[config.mk]
export PLATFORM = sky130hd
export DESIGN_NAME = if_id_pipe_reg
export DESIGN_NICKNAME = d
export VERILOG_FILES = /design/src/rtl/if_id_pipe_reg.sv
export SDC_FILE = /design/constraint.sdc
export NUM_CORES = 1
export LEC_CHECK = 0
export BUFFER_PORTS_ARGS = -buffer_cell sky130_fd_sc_hd__buf_4
export CORE_ASPECT_RATIO = 1.1
export CORE_MARGIN = 4
export CORE_UTILIZATION = 40
export CTS_CLUSTER_SIZE = 8
export DETAILED_ROUTE_END_ITERATION = 16
export GPL_ROUTABILITY_DRIVEN = 0
export HOLD_SLACK_MARGIN = 0.1
export MAX_ROUTING_LAYER = met4
export PLACE_DENSITY = 0.72
export SLEW_MARGIN = 20
export SYNTH_ARGS = -nofsm -noshare
export SYNTH_HDL_FRONTEND = slang
export SYNTH_SLANG_ARGS = --single-unit
export TNS_END_PERCENT = 30
[constraint.sdc]
create_clock -name clk -period 1.9 [get_ports clk]
set_input_delay 0.19 -clock clk [delete_from_list [all_inputs] [get_ports clk]]
set_output_delay 0.19 -clock clk [all_outputs]
set_load 0.02 [all_outputs]
[src/rtl/if_id_pipe_reg.sv]
// IF/ID pipeline register with a valid/ready handshake on both sides, plus flush and NOP bubbles.
// Define IF_ID_SKID_EN to get a 2-entry skid buffer that drives in_ready straight from a flop.
//
//   state    | meaning
//   ---------+---------------------------------------------------------
//   ST_EMPTY | nothing held; decode sees a NOP bubble
//   ST_ONE   | head entry valid
//   ST_FULL  | head and second entry valid; fetch is stalled (skid only)

module if_id_pipe_reg #(
  parameter int              XLEN      = 32,
  parameter int              ILEN      = 32,
  parameter logic [ILEN-1:0] NOP_INSTR = ILEN'(32'h0000_0013)
) (
  input  logic            clk,
  input  logic            reset,
  input  logic            in_valid,
  output logic            in_ready,
  input  logic [ILEN-1:0] in_instr,
  input  logic [XLEN-1:0] in_pc,
  input  logic            flush,
  output logic            out_valid,
  input  logic            out_ready,
  output logic [ILEN-1:0] out_instr,
  output logic [XLEN-1:0] out_pc,
  output logic            out_misalign
);

  typedef enum logic [1:0] {
    ST_EMPTY = 2'd0,
    ST_ONE   = 2'd1,
    ST_FULL  = 2'd2
  } state_t;

  state_t          state_q, state_d;
  logic [ILEN-1:0] head_instr_q;
  logic [XLEN-1:0] head_pc_q;
  logic            push, pop;
  logic            load_head;

  assign push = in_valid & in_ready & ~flush;
  assign pop  = out_valid & out_ready;

`ifdef IF_ID_SKID_EN
  logic [ILEN-1:0] tail_instr_q;
  logic [XLEN-1:0] tail_pc_q;
  logic            load_tail;
  logic            shift;
  logic            in_ready_q;

  assign in_ready = in_ready_q;
`else
  // Single entry: a held beat can be replaced in the same cycle decode takes it.
  assign in_ready = (state_q == ST_EMPTY) | out_ready;
`endif

  always_comb begin
    state_d   = state_q;
    load_head = 1'b0;
`ifdef IF_ID_SKID_EN
    load_tail = 1'b0;
    shift     = 1'b0;
`endif
    case (state_q)
      ST_EMPTY: begin
        if (push) begin
          state_d   = ST_ONE;
          load_head = 1'b1;
        end
      end
      ST_ONE: begin
        if (push && pop) begin
          load_head = 1'b1;
`ifdef IF_ID_SKID_EN
        end else if (push) begin
          state_d   = ST_FULL;
          load_tail = 1'b1;
`endif
        end else if (pop) begin
          state_d = ST_EMPTY;
        end
      end
`ifdef IF_ID_SKID_EN
      ST_FULL: begin
        if (pop) begin
          state_d = ST_ONE;
          shift   = 1'b1;
        end
      end
`endif
      default: state_d = ST_EMPTY;
    endcase
    // Redirect wins over everything; a same-cycle pop has still been consumed.
    if (flush) state_d = ST_EMPTY;
  end

  always_ff @(posedge clk or posedge reset) begin
    if (reset) begin
      state_q <= ST_EMPTY;
    end else begin
      state_q <= state_d;
    end
  end

  always_ff @(posedge clk or posedge reset) begin
    if (reset) begin
      head_instr_q <= '0;
      head_pc_q    <= '0;
    end else if (load_head) begin
      head_instr_q <= in_instr;
      head_pc_q    <= in_pc;
`ifdef IF_ID_SKID_EN
    end else if (shift) begin
      head_instr_q <= tail_instr_q;
      head_pc_q    <= tail_pc_q;
`endif
    end
  end

`ifdef IF_ID_SKID_EN
  always_ff @(posedge clk or posedge reset) begin
    if (reset) begin
      tail_instr_q <= '0;
      tail_pc_q    <= '0;
    end else if (load_tail) begin
      tail_instr_q <= in_instr;
      tail_pc_q    <= in_pc;
    end
  end

  always_ff @(posedge clk or posedge reset) begin
    if (reset) begin
      in_ready_q <= 1'b1;
    end else begin
      in_ready_q <= (state_d != ST_FULL);
    end
  end
`endif

  assign out_valid    = (state_q != ST_EMPTY);
  assign out_instr    = out_valid ? head_instr_q : NOP_INSTR;
  assign out_pc       = out_valid ? head_pc_q : '0;
  assign out_misalign = out_valid & (|head_pc_q[1:0]);

endmodule
Yosys cells after proc, flatten, opt, wreduce, memory -nomap -nowiden
Cells that the tools add are included.
- eq/ne operators: 4
- mux-type cells: 10
- bitwise operators: 6
- reduce and logical (&&, ||, !) cells: 5
- operator list (operator ; count):
    $mux W32 ; 2
    $ne A3 B3 Y1 const B ; 3
    $mux W2 ; 4
    $and A1 B1 Y1 ; 4
    $pmux W2 S2 ; 1
    $reduce_and A3 Y1 ; 1
    $eq A2 B1 Y1 const B ; 1
    $logic_not A2 Y1 ; 1
    $mux W1 ; 2
    $pmux W1 S2 ; 1
    $reduce_bool A2 Y1 ; 1
    $reduce_or A2 Y1 ; 1
    $logic_and A1 B1 Y1 ; 1
    $not A1 Y1 ; 1
    $or A1 B1 Y1 ; 1
- register bits: 66
- input bits: 69
- output and inout port bits: 67
- logic and storage cells: 28

Longest topological paths before layout
Gate-level depths: netlist of run 1.
- depth in word-level cells: 8
- depth in mapped cells: 5
- gate-level depth less buffers: 3

Least setup slack after synthesis of run 1
Ideal clock, no wire load.
- path kind: flip-flop to flip-flop
- from: reg state_q[0]
- to: reg head_instr_q[0]
- setup time: 0.125 ns
- arrival time: 1.425 ns
- required time: 1.775 ns
- setup slack: 0.349 ns
- cell stages (with the launch flop): 6
- buffers on the path: 2
- period minus slack after synthesis: 1.551 ns
- cells stage by stage: dfrtp_1 -> nor2b_4 -> nor3b_2 -> buf_6 -> buf_12 -> mux2_4
- word-level cells in the longest chain between the ends: 7
- elaborated cells on any way between the ends: 11
- those cells by class: eq/ne (1); mux (3); bitwise (4); reduce/logical (3)
- ends and longest elaborated chain (what ; RTL line ; RTL):
    start: declaration ; 35 ; state_t state_q, state_d;
    start signal: assignment ; 101 ; state_q <= state_d;
    $logic_not A2 Y1 ; 54, 64 ;
    $or A1 B1 Y1 ; 54 ; assign in_ready = (state_q == ST_EMPTY) | out_ready;
    $and A1 B1 Y1 (2 in series) ; 41 ; assign push = in_valid & in_ready & ~flush;
    $logic_and A1 B1 Y1 ; 72 ; if (push && pop) begin
    $mux W1 ; 72 ;
    $pmux W1 S2 * ; 64 ; case (state_q)
    end signal: assignment ; 110 ; head_instr_q <= in_instr;
    end: declaration ; 36 ; logic [ILEN-1:0] head_instr_q;
Mark *: on every way between the ends. The rest lies on a longest branch, timed or not.
A chain may end at the register's enable or synchronous reset.

Worst setup path in the final report of run 1
- from: reg state_q[0]
- to: out out_instr[24]
- word-level cells in the longest chain between the ends: 2
- ends and longest elaborated chain (what ; RTL line ; RTL):
    $reduce_bool A2 Y1 ; 140 ; assign out_valid = (state_q != ST_EMPTY);
    $mux W32 ; 141 ; assign out_instr = out_valid ? head_instr_q : NOP_INSTR;
    end: declaration ; 24 ; output logic [ILEN-1:0] out_instr,
Every way passes these cells.

==> results.md, run 1 <==
- Synth top area share: 51.2%
- Max Freq: 585 MHz
- Clk_lat worst skew: 330 ps
- Synthesis Warnings: 0
- # rows: 33
- Total gr overflow: 0
- Max-slew violation count: 0
- Fin Setup TNS: 0 ps
- Cell count after synthesis: 214
- Ant diodes: 0
- Initial antenna violation count: 0
- Critical path peak fanout: 66
- Most used cell, CP: buf_4
- Crit end category: primary output
- Syn_nets: 283
- Clk pin slew, worst setup/hold paths: 80 ps
- Total GRT Usage: 17.9%
- HPWL after DPL: 4.70 mm
- Synth top area cells: dfrtp_1 (51%), mux2_4 (28%), and2_1 (12%)
- Htree depth: 3
- First drt pass iteration count: 4
- Final Util: 67.2%
- Die area: 9440 sq um
- # resized after CTS: 0
- Post-synthesis simple-gate area fraction: 13.7%
- Die height: 102 um
- Postcts setup bufs: 0
- I/O pin cnt: 136
- Run status: completed
- DR iter-0 viols: 56
- P_leak: 0.00251 uW
- Clock Sinks: 65
- Yosys cell types: 13
- Yosys top cell by area: dfrtp_1
- Fill count: 584
- CP Cell Sequence: buf_4 -> and2_1 -> buf_4
- Pre-CTS WS: 309 ps
- Max clock buf depth: 2
- Setup ws final: 192 ps
- Root buffer cell: clkbuf_8
- Largest family of logic cells by synthesized area: multiplexers
- CTS tree: yes
- Post-layout minimum cycle time: 1710 ps
- Share of cells above drive strength 1: 52.6%
- CP peak stage delay: 440 ps
- Setup crit start kind: register
- Multiplexer share of the synthesized area: 29.8%
- Number of synthesized register bits: 65
- Drt wl/cell: 15.0 um
- Least-Margin Pin Slew: 534 ps
- CP arrival: 1520 ps
- Setup Crit Path Kind: reg2out
- Req. time, crit path: 1710 ps
- Mean post-synth cell area: 14.9 sq um
- Cts bufs inserted: 9
- Synth Area in Compound Gates: 0.236%
- Antenna Nets Post-Route: 0
- Final setup skew: 6.50 ps
- Final net count: 486
- Register area share after synthesis: 51.2%
- Vias in the first global route: 2565
- Total core area: 7600 sq um
- Synthesized area: 3180 sq um
- Drt total wl: 7.89 mm
- Cell Pwr Density: 792 nW/um^2
- Setup Viol. Count Final: 0
- Post-Synth XOR/XNOR Area: 0%
- Vias: 2298
- Post-Synth Adder-Cell Area: 0%
- Worst hold path type: in2async
- IO Port Bufs: 135
- Final number of hold-violating endpoints: 0
- # DRC: 0
- Period utilisation layout: 89.9%
- Layout area overhead: 60.5%
- Critical-path top delay cell: buf_4
- Initial core utilization: 41.8%
- RSZ-0062 raised after global routing: false
- Largest net degree at the start of global routing: 67
- Worst rel slew slack: 64.4%
- Max cap viols: 0
- Total power: 4040 uW
- First-pass GRT wire length: 12.6 mm
- Max VDD drop: 0.000398 V
- Chip width: 93.0 um
- Post-DR vias/cell: 4.36
==> Yosys cell counts (all sizes together) <==
master  count
o21a        1
nor2        2
mux2       64
inv         2
buf         7
dfrtp      65
nor2b       1
and2       61
clkbuf      7
nand2b      3
nor3b       1
==> per-stage QoR <==
stage	area (sq um)	hold WS, ps	instances
floorplan	3180	256	214
global placement	4230	292	444
detailed placement	4230	293	444
CTS	5100	470	527
global route	5100	511	527
finish	5100	481	527
==> where the power goes <==
part           switching, uW  total [uW]  internal [uW]
sequential               117        1730           1620
clock                    538        1180            643
combinational            426        1130            701
total                   1080        4040           2960
==> worst max-delay path: cells and delay by family (launching register included) <==
| family | cells | cell delay [ps] |
|---|---|---|
| buffers and inverters | 2 | 590 |
| DFF | 1 | 340 |
| and+or+nand+nor | 1 | 230 |
==> layout make-up <==
class | instances | area (sq um) | share of cell area, %
clock buffers | 10 | 138 | 2.70
clock inverters | 6 | 67.6 | 1.32
inverters | 2 | 7.51 | 0.147
multi-input cells | 133 | 1390 | 27.3
flip-flops and latches | 65 | 1630 | 31.9
well taps | 105 | 131 | 2.57
repair buffers | 206 | 1740 | 34.1
==> metal layers <==
layer | vias up | track usage, % | routed length [um]
met5 | - | - | 0
met4 | 0 | 7.22 | 142
met1 | 1091 | 20.5 | 3200
li1 | 1110 | - | -
met3 | 14 | 3.34 | 407
met2 | 83 | 30.9 | 4150
==> layout by cell type, fill, tap and decap left out, drive strengths merged, types with 2 or more instances in the layout <==
cell and instances:
clkbuf 10, dfrtp 65, dlygate4sd3 67, inv 2, clkinv 3, clkinvlp 2
nand2b 3, mux2 64, nor2 2, and2 61, buf 139
==> flip-flops by register name, summed over array words and instances, names as in the netlist <==
register      cells
head_instr_q     32
head_pc_q        32
state_q           1
==> cells by family after synthesis <==
family | count (synthesis)
buffers and inverters | 16
AOI/OAI and AO/OA | 1
DFF | 65
muxes | 64
and+or+nand+nor | 68
==> path summary, 6_finish.rpt <==
check                              start                to  slack (ps)  cells after the start
max                           state_q[0]     out_instr[24]         190                      3
min                                reset  head_instr_q[28]         480                      4
max reg2reg                   state_q[0]     head_pc_q[10]         310                      4
min reg2reg                head_pc_q[25]     head_pc_q[25]         500                      1
max in group asynchronous          reset     head_pc_q[17]        1140                      4
min in group clk           head_pc_q[25]     head_pc_q[25]         500                      1
==> repair_timing <==
action | CTS | global route
endpoints found under the hold margin | 130 | 0
hold buffers | 67 | 0
endpoints found under the setup margin | 0 | 0
Note: power is estimated with default switching activity, not from simulation.
==> inputs of run 2 (changes only) <==
Settings changed: PLACE_DENSITY 0.72 to 0.69.
Clock period 1.9 ns to 1.6 ns, I/O delays scaled along.
==> results.md, run 2 (same netlist as run 1, synthesis figures left out) <==
- Finished Layout Cells: 531
- Max VDD drop: 0.000449 V
- DR iter-0 viols: 37
- Least-Margin Pin Slew: 450 ps
- Drt total wl: 7.98 mm
- Fin Setup TNS: 0 ps
- Total power: 4780 uW
- Final number of hold-violating endpoints: 0
- Root buffer cell: clkbuf_8
- Clock Sinks: 65
- Die area: 9440 sq um
- Final net count: 491
- Chip width: 93.0 um
- Met1 GRT Util: 20.0%
- Setup crit start kind: register
- Commonest non-fill, non-tap cell in the layout: buf_4
- Cts bufs inserted: 9
- Endpoint, Worst Hold: head_pc_q[15]
- CP arrival: 1790 ps
- Share of cells above drive strength 1: 52.8%
- Clk pin slew, worst setup/hold paths: 60 ps
- Max-slew violation count: 0
- Ant diodes: 0
- FF-to-FF setup slack: 10 ps
- Register area: 1630 sq um
- HPWL after DPL: 4.87 mm
- Crit end category: register
- Largest net degree at the start of global routing: 67
- Total GRT Usage: 18.0%
- Total gr overflow: 0
- HP Start: in_valid
- Final Util: 67.8%
- First-pass GRT wire length: 12.7 mm
- Antenna Nets Post-Route: 0
- Layout area overhead: 61.9%
- Vias: 2368
- Postcts setup bufs: 0
- # rows: 33
- Max cap viols: 0
- FF-to-FF End: head_instr_q[22]
- Initial core utilization: 41.8%
- Htree depth: 3
- Post-DR vias/cell: 4.46
- Drt wl/cell: 15.0 um
- Period utilisation layout: 99.4%
- Initial antenna violation count: 0
- Cell Pwr Density: 929 nW/um^2
- Vias in the first global route: 2653
- RSZ-0062 raised after global routing: true
- Met2 usage: 31.7%
- Max Freq: 629 MHz
- Fill count: 573
- Req. time, crit path: 1800 ps
- Run status: completed
- Area taken by multi-input logic gates: 1390 sq um
- CTS tree: yes
- Post-layout minimum cycle time: 1590 ps
- Total core area: 7600 sq um
- Worst rel slew slack: 70.0%
- Most frequent cells in the layout: buf_4 (141), dlygate4sd3_1 (67), dfrtp_1 (65)
- Setup Viol. Count Final: 0
- Depth of the most critical reg-to-reg path: 4
- GRT met3 Usage: 2.90%
- Critical path peak fanout: 40
- Setup Crit Path Kind: reg2reg
- Final setup skew: 8.70 ps
- Worst R2R Start: state_q[0]
- Worst hold path type: in2reg
- P_leak: 0.00253 uW
- Hold path depth: 4
- Dpl cells: 449
- I/O pin cnt: 136
- Die height: 102 um
- Max clock buf depth: 2
- First drt pass iteration count: 4
- # DRC: 0
- DP Area: 4270 sq um
- IO Port Bufs: 135
- Grt peak-use layer: met2
- Top Registers: head_instr_q x32, head_pc_q x32, state_q x1
- Design area: 5150 sq um
- Clk_lat worst skew: 330 ps
run 2: power by group:
group | switching, uW | leakage, uW | internal (uW)
clock network | 578 | 0.000102 | 792
registers | 142 | 0.000765 | 1920
logic | 503 | 0.00167 | 844
run 2: worst max-delay path, stage by stage (launching register included):
cell       delay (ps)
dfrtp_1           400
nor2b_4           150
nor3b_4           220
clkbuf_16         340
mux2_4            330
run 2: layer usage:
metal / wire (um) / vias up
met3: 360 / 13
met5: 0 / -
met1: 3210 / 1150
li1: - / 1118
met4: 166 / 0
met2: 4250 / 87
run 2: cell type report:
type | instances | share of cell area [%]
multi-input cells | 133 | 27.1
repair buffers | 211 | 34.8
clock inverters | 3 | 0.778
well taps | 105 | 2.55
flip-flops and latches | 65 | 31.6
clock buffers | 12 | 3.01
inverters | 2 | 0.219
run 2: worst max path at each step:
stage                     depth (start not counted)       start  slack, ps          endpoint
after floorplan                                   5  state_q[0]         50   head_instr_q[0]
after global placement                            5  state_q[0]         80  head_instr_q[24]
after global routing                              3  state_q[0]        -50     out_instr[22]
after detailed placement                          5  state_q[0]         50  head_instr_q[28]
final                                             4  state_q[0]         10  head_instr_q[22]
after CTS                                         3  state_q[0]         10        out_pc[19]
run 2: stage by stage:
stage	worst slack (ps)	hold slack (ps)
after floorplan	49.4	226
after global placement	80.7	298
after detailed placement	45.8	302
after CTS	10.2	469
after global routing	-46.2	480
final	10.0	485
run 2: repair_timing:
item | CTS | global route
gates cloned | 0 | 0
setup endpoints to repair | 65 | 117
hold buffers | 67 | 0
hold endpoints to repair | 130 | 0
resized for setup | 1 | 3
